$ cat src/rtl/echo_indication_p2m.sv
// Pipe-to-method demarshaller for EchoIndication: reassembles header+payload words
// from the inbound pipe and dispatches one heard/heard2/heard3 call per valid message.
module echo_indication_p2m #(
    parameter int ERR_WIDTH = 8
) (
    input  logic                 CLK,
    input  logic                 nRST,
    input  logic                 pipe_enq__ENA,
    input  logic [31:0]          pipe_enq_v,
    output logic                 pipe_enq__RDY,
    output logic                 method_heard__ENA,
    output logic [31:0]          method_heard_v,
    input  logic                 method_heard__RDY,
    output logic                 method_heard2__ENA,
    output logic [15:0]          method_heard2_a,
    output logic [15:0]          method_heard2_b,
    input  logic                 method_heard2__RDY,
    output logic                 method_heard3__ENA,
    output logic [15:0]          method_heard3_a,
    output logic [31:0]          method_heard3_b,
    output logic [31:0]          method_heard3_c,
    output logic [15:0]          method_heard3_d,
    input  logic                 method_heard3__RDY,
    output logic [ERR_WIDTH-1:0] err_count
);

    typedef enum logic [1:0] {
        HDR      = 2'd0,
        BODY     = 2'd1,
        DISCARD  = 2'd2,
        DISPATCH = 2'd3
    } state_t;

    localparam logic [15:0] IDX_HEARD  = 16'd0;
    localparam logic [15:0] IDX_HEARD2 = 16'd1;
    localparam logic [15:0] IDX_HEARD3 = 16'd2;

    state_t      state;
    logic [15:0] idx;
    logic [15:0] rem;
    logic [1:0]  pcnt;
    logic [31:0] payload [3];

    logic [15:0] hdr_idx;
    logic [15:0] hdr_len;
    logic        hdr_valid;
    logic        accept;
    logic        dispatching;
    logic        fire;

    assign hdr_idx   = pipe_enq_v[31:16];
    assign hdr_len   = pipe_enq_v[15:0];
    assign hdr_valid = (hdr_idx == IDX_HEARD  && hdr_len == 16'd2) ||
                       (hdr_idx == IDX_HEARD2 && hdr_len == 16'd2) ||
                       (hdr_idx == IDX_HEARD3 && hdr_len == 16'd4);

    // Held low during reset so nothing upstream mistakes the reset window for free space.
    assign pipe_enq__RDY = nRST && (state != DISPATCH);
    assign accept        = pipe_enq__ENA && pipe_enq__RDY;

    // ENA is a pure function of state and the sink's RDY, never of itself.
    assign dispatching        = (state == DISPATCH);
    assign method_heard__ENA  = dispatching && (idx == IDX_HEARD)  && method_heard__RDY;
    assign method_heard2__ENA = dispatching && (idx == IDX_HEARD2) && method_heard2__RDY;
    assign method_heard3__ENA = dispatching && (idx == IDX_HEARD3) && method_heard3__RDY;
    assign fire = method_heard__ENA || method_heard2__ENA || method_heard3__ENA;

    // Payload is the 96 bits following the header, low word first.
    assign method_heard_v  = payload[0];
    assign method_heard2_a = payload[0][15:0];
    assign method_heard2_b = payload[0][31:16];
    assign method_heard3_a = payload[0][15:0];
    assign method_heard3_b = {payload[1][15:0], payload[0][31:16]};
    assign method_heard3_c = {payload[2][15:0], payload[1][31:16]};
    assign method_heard3_d = payload[2][31:16];

    // NOTE: non-blocking assignments throughout so every register samples pre-edge values.
    always_ff @(posedge CLK or negedge nRST) begin
        if (!nRST) begin
            state     <= HDR;
            idx       <= '0;
            rem       <= '0;
            pcnt      <= '0;
            // NOTE: the small payload array is reset explicitly; it is flops, not a RAM.
            payload[0] <= '0;
            payload[1] <= '0;
            payload[2] <= '0;
            err_count <= '0;
        end else begin
            case (state)
                HDR: begin
                    if (accept) begin
                        if (hdr_valid) begin
                            idx   <= hdr_idx;
                            rem   <= hdr_len - 16'd1;
                            pcnt  <= '0;
                            state <= BODY;
                        end else begin
                            if (err_count != '1) begin
                                err_count <= err_count + ERR_WIDTH'(1);
                            end
                            if (hdr_len > 16'd1) begin
                                rem   <= hdr_len - 16'd1;
                                state <= DISCARD;
                            end
                        end
                    end
                end
                BODY: begin
                    if (accept) begin
                        payload[pcnt] <= pipe_enq_v;
                        pcnt          <= pcnt + 2'd1;
                        rem           <= rem - 16'd1;
                        if (rem == 16'd1) begin
                            state <= DISPATCH;
                        end
                    end
                end
                DISCARD: begin
                    if (accept) begin
                        rem <= rem - 16'd1;
                        if (rem == 16'd1) begin
                            state <= HDR;
                        end
                    end
                end
                DISPATCH: begin
                    if (fire) begin
                        state <= HDR;
                    end
                end
                default: state <= HDR;
            endcase
        end
    end

endmodule

$ cat config.mk
export PLATFORM = sky130hd
export DESIGN_NAME = echo_indication_p2m
export DESIGN_NICKNAME = d
export VERILOG_FILES = /design/src/rtl/echo_indication_p2m.sv
export SDC_FILE = /design/constraint.sdc
export NUM_CORES = 1
export LEC_CHECK = 0
export BUFFER_PORTS_ARGS = -buffer_cell sky130_fd_sc_hd__buf_4
export CORE_ASPECT_RATIO = 1.75
export CORE_MARGIN = 5
export CORE_UTILIZATION = 52
export CTS_CLUSTER_SIZE = 28
export DETAILED_ROUTE_END_ITERATION = 10
export GPL_ROUTABILITY_DRIVEN = 0
export PLACE_DENSITY = 0.86
export SLEW_MARGIN = 20
export SYNTH_ARGS = -nofsm -noshare
export SYNTH_HDL_FRONTEND = slang
export SYNTH_SLANG_ARGS = --single-unit
$ cat constraint.sdc
create_clock -name CLK -period 2.3 [get_ports CLK]
set_clock_uncertainty 0.15 [all_clocks]
set_input_delay 0.345 -clock CLK [delete_from_list [all_inputs] [get_ports CLK]]
set_output_delay 0.345 -clock CLK [all_outputs]
set_load 0.005 [all_outputs]
### Yosys cells after proc, flatten, opt, wreduce, memory -nomap -nowiden

Index checks and enable logic that the tools add are counted.

| operators by class | value |
|---|---|
| $add $sub $neg | 4 |
| eq/ne operators | 21 |
| bitwise gates (word level) | 2 |
| muxes and demuxes | 21 |
| $lt $le $gt $ge | 3 |
| reductions and logical operators | 28 |

Operators by type and width:

| operator | number |
|---|---|
| 96-bit bitwise mux | 1 |
| 32-bit demux with 2-bit select | 1 |
| 16-bit two-way mux | 4 |
| 16-bit by 1-bit equality test with 1-bit output, second input constant | 3 |
| 16-bit by 2-bit equality test with 1-bit output, second input constant | 3 |
| 16-bit zero test | 2 |
| 32-bit two-way mux | 1 |
| 16-bit case mux with 2 select lines | 1 |
| 16-bit by 1-bit subtractor with 16-bit output, second input constant | 2 |
| 2-bit two-way mux | 11 |
| 16-bit by 3-bit equality test with 1-bit output, second input constant | 1 |
| 16-bit by 1-bit greater-than comparator with 1-bit output, second input constant | 1 |
| 2-bit != test, second input constant | 7 |
| 1-bit logical AND | 12 |
| 4-bit AND reduction | 3 |
| 8-bit by 1-bit adder with 8-bit output, second input constant | 1 |
| 8-bit != test, second input constant | 1 |
| 2-bit case mux with 4 select lines | 1 |
| 7-bit AND reduction | 1 |
| 2-bit equality test, second input constant | 2 |
| 1-bit logical OR | 4 |
| 2-bit by 1-bit != test with 1-bit output, second input constant | 2 |
| 2-bit case mux with 2 select lines | 1 |
| 2-bit nonzero test | 2 |
| other kinds (11) | 11 |

| storage, ports and cells | value |
|---|---|
| word-level logic and storage cells | 87 |
| bits of input ports | 38 |
| bits in registers | 140 |
| output and inout bits | 172 |

### Logic depth before layout (Yosys ltp)

| depth | value |
|---|---|
| word-level depth | 7 |
| depth in mapped cells | 10 |
| depth with buffers taken out | 8 |

### Worst setup path before layout

No wires, ideal clock.

| path | value |
|---|---|
| kind | input to register |
| from | input pipe_enq_v[11] |
| to | register idx[0] |
| path buffers | 1 |
| data required time | 2.025 ns |
| stages on the path | 6 |
| arrival | 2.011 ns |
| library setup time | 0.125 ns |
| slack | 0.014 ns |
| path through | buf_2 -> nor4_2 -> nand4b_2 -> or4_4 -> nor2_4 -> mux2_4 |

| on the way | value |
|---|---|
| cells in the longest elaborated chain, start to end | 5 |
| elaborated cells on any way between the ends | 8 |
| those cells by class | eq/ne: 2; reduce/logical: 6 |

Ends and longest elaborated chain:

| item | RTL line | text |
|---|---|---|
| from (decl) | 9 | `input logic [31:0] pipe_enq_v,` |
| 16-bit by 2-bit equality test with 1-bit output | 53, 54 |  |
| 1-bit logical AND (on tied branches) | 53, 54 |  |
| 1-bit logical OR | 53 | `assign hdr_valid = (hdr_idx == IDX_HEARD && hdr_len == 16'd2) \|\|` |
| 1-bit logical OR * | 54 | `(hdr_idx == IDX_HEARD2 && hdr_len == 16'd2) \|\|` |
| 3-bit AND reduction (no line) * | -- |  |
| to (signal assigned) | 94 | `idx <= hdr_idx;` |
| to (decl) | 39 | `logic [15:0] idx;` |

Every way passes the cells marked *; elsewhere a longest branch is shown, timed or not.
A chain may end at the register's enable or synchronous reset.

### Worst setup path in the final report

| path | value |
|---|---|
| from | register idx[9] |
| to | output method_heard__ENA |

| on the way | value |
|---|---|
| cells in the longest elaborated chain, start to end | 3 |

Ends and longest elaborated chain:

| item | RTL line | text |
|---|---|---|
| 16-bit zero test | 63 | `assign method_heard__ENA = dispatching && (idx == IDX_HEARD) && method_heard__RDY;` |
| 1-bit logical AND (2 in series) | 63 |  |
| to (decl) | 11 | `output logic method_heard__ENA,` |

No other way between the ends.

==> flow_summary.ini <==
[status]
status = complete, but fails checks
violations = negative setup slack

[detailed_routing]
ant_nets = 0
drtIter0Drc = 419
routedWlPerCell_um = 20.9
dr.pass1.iters = 5
vias_per_cell = 5.72
drc = 0
drt_wl_total_um = 20100
routed-via-count = 5500

[setup_path]
cp.arrival_ns = 1.94
critPathKind = register to output pin
end_kind = output pin
crit_fanout = 2
r2r_cells = 6
start_kind = register
crit_required_ns = 1.80

[global_route]
grt-ovfl-total = 0
antenna_found_initial = 0
grt_pass1_vias = 5775
grt_use_total = 0.256
grt_max_degree = 141
grt_pass1_wl_um = 30500

[sta]
whs_ns = 0.0363
post-route-period-util = 1.06
setup_viol = 3
setup_slack_ns = -0.132
worst_pin_slew_ns = 0.740
rsz0062_at_grt = true
finalHoldViolations = 0
maxSlewHeadroom = 0.506
min_period_ns = 2.43
fmaxAchievable_ghz = 0.411
maxSlewViolCount = 0

[cells_and_area]
drive_gt1_frac = 0.528
fill_cells = 863
instances_no_fill = 961
finish.instance_area_um2 = 9210
final_cell_mix = 261 x buf_4, 140 x dfrtp_1, 92 x mux2_2
diodes = 0
area_delta_synth_final_pct = 35.5
layout_commonest_cell = buf_4
fin_nets = 831

[place]
port_buffers = 209
placed_cells = 923
place_ws_ns = -0.238
dpl-instance-area_um2 = 8420
dp_hpwl_um = 14000

[yosys]
syn_area_um2 = 6800
synth_edf_count = 0
async_reset_ff_frac = 1.00
yosys.area.top_type_share = 0.515
synth-seq-cells = 140
synth_area_leader_cell = dfrtp_1
ys_seq_area_frac = 0.515
yosysUniqueCellTypes = 58
synth_ff_type = dfrtp_1
synthTopCellsByArea = dfrtp_1 52%, mux2_2 15%, buf_4 7.1%
syn_inst = 577
syn_avg_cell_area_um2 = 11.8
synth_nets = 630
synth_warnings = 0

[floorplan]
die_h_um = 161
die_w_um = 96.4
io_pins = 210
core_um2 = 12900
die-area_um2 = 15500
start_util = 0.528
rows = 55

[clock_tree]
cts_buffer_depth = 2
cts_max_level = 4
cts_sinks = 140
root_buffer = clkbuf_16
cts_buffers = 17
cts_tree = done
clkLatencyLatePin_ns = 0.42
clk_pin_slew_ns = 0.07

[pwr]
ir_drop_mv = 0.617
p_leak_nw = 4.77
p_per_area_nw_per_um2 = 988

[job]
cap_violations = 0

[min_path]
hold_depth = 2
hp-class = input pin to register
==> power breakdown <==
group	leakage (nW)	switching, mW	internal, mW	total (mW)
combinational	2.58	1.21	1.55	2.76
clock	0.297	1.12	1.73	2.85
sequential	1.89	0.570	2.92	3.49
==> sequential cells by signal, indices dropped and copies added (netlist names) <==
| register | count |
|---|---|
| pcnt | 2 |
| idx | 16 |
| method_heard_v | 32 |
| method_heard3_c | 32 |
| rem | 16 |
| method_heard3_d | 16 |
| method_heard3_b | 16 |
| state | 2 |
| err_count | 8 |
==> repair_timing <==
action                                 4_1_cts  5_1_grt
setup endpoints to repair                    4       77
hold buffers                                 1        0
gates cloned                                 0        1
gates resized for setup                      7       22
buffers inserted                             4        1
pin swaps                                    3        2
endpoints found under the hold margin      140        0
==> cell type report <==
cell class                 count  area, um^2  area share
clock buffer                  17         425      0.0462
clock inverter                14         184      0.0200
inverter                      12        48.8     0.00530
multi-input combinational    339        2790       0.303
sequential                   140        3500       0.380
tap                          171         214      0.0232
timing repair buffer         268        2050       0.222
==> synth_stat cells (3+ instances only) <==
library cell  instances
dfrtp_1             140
mux2_2               92
buf_4                64
nand2_1              36
o21ai_0              27
a21oi_1              17
clkbuf_1             15
ha_1                 15
nor3_1               14
nor2b_1              13
inv_1                12
nor4_1               12
nor2_1               11
nand3_1               8
xor2_1                8
and3_1                6
xnor2_1               6
a31oi_1               5
mux2i_1               5
nand4_1               5
or3_1                 5
a2bb2oi_1             4
buf_2                 4
o211ai_1              4
o22ai_1               4
nand2b_1              3
or4_1                 3
==> logic make-up (layout without fill, tap and decap cells) <==
kind of cell,Yosys count,count (layout),synth area share
flops,140,140,0.515
fa+ha+maj,15,15,0.0276
xor+xnor,14,14,0.0180
simple gates,135,135,0.114
mux,99,99,0.164
compound gates,76,76,0.0690
buf+inv,98,311,0.0913
==> routing by layer <==
metal  track usage  vias to the layer above  part of all wire  wire length (um)
li1              -                     2392                 -                 -
met1         0.286                     2743              0.34              6810
met2         0.460                      291              0.56             11200
met3        0.0541                       74             0.058              1170
met4         0.105                        0             0.041               824
met5             0                        -                 0                 0
==> worst max-delay path, stage by stage (launching register included) <==
cell and delay (ns):
dfrtp_1 0.42, nor4_2 0.43, nand4_1 0.22, nor4b_2 0.29
buf_4 0.16
==> path summary, 6_finish.rpt <==
kind | start | to | slack (ns)
max | idx[9] | method_heard__ENA | -0.13
min | pipe_enq_v[19] | method_heard3_d[3] | 0.04
max reg2reg | rem[2] | rem[15] | 0.03
min reg2reg | method_heard3_b[17] | method_heard3_b[17] | 0.34
max in group asynchronous | nRST | method_heard3_d[8] | 0.97
min in group asynchronous | nRST | method_heard3_b[27] | 0.48
==> stage by stage <==
stage / TNS (ns) / utilization / power, mW
after global routing: -0.631 / 0.716 / 9.50
after floorplan: 0 / - / 4.96
after CTS: -0.0338 / 0.709 / 9.01
final: -0.297 / 0.716 / 9.10
after detailed placement: -4.00 / 0.655 / 6.12
after global placement: -2.50 / 0.655 / 5.94
Power figures use the tool's default switching activity.
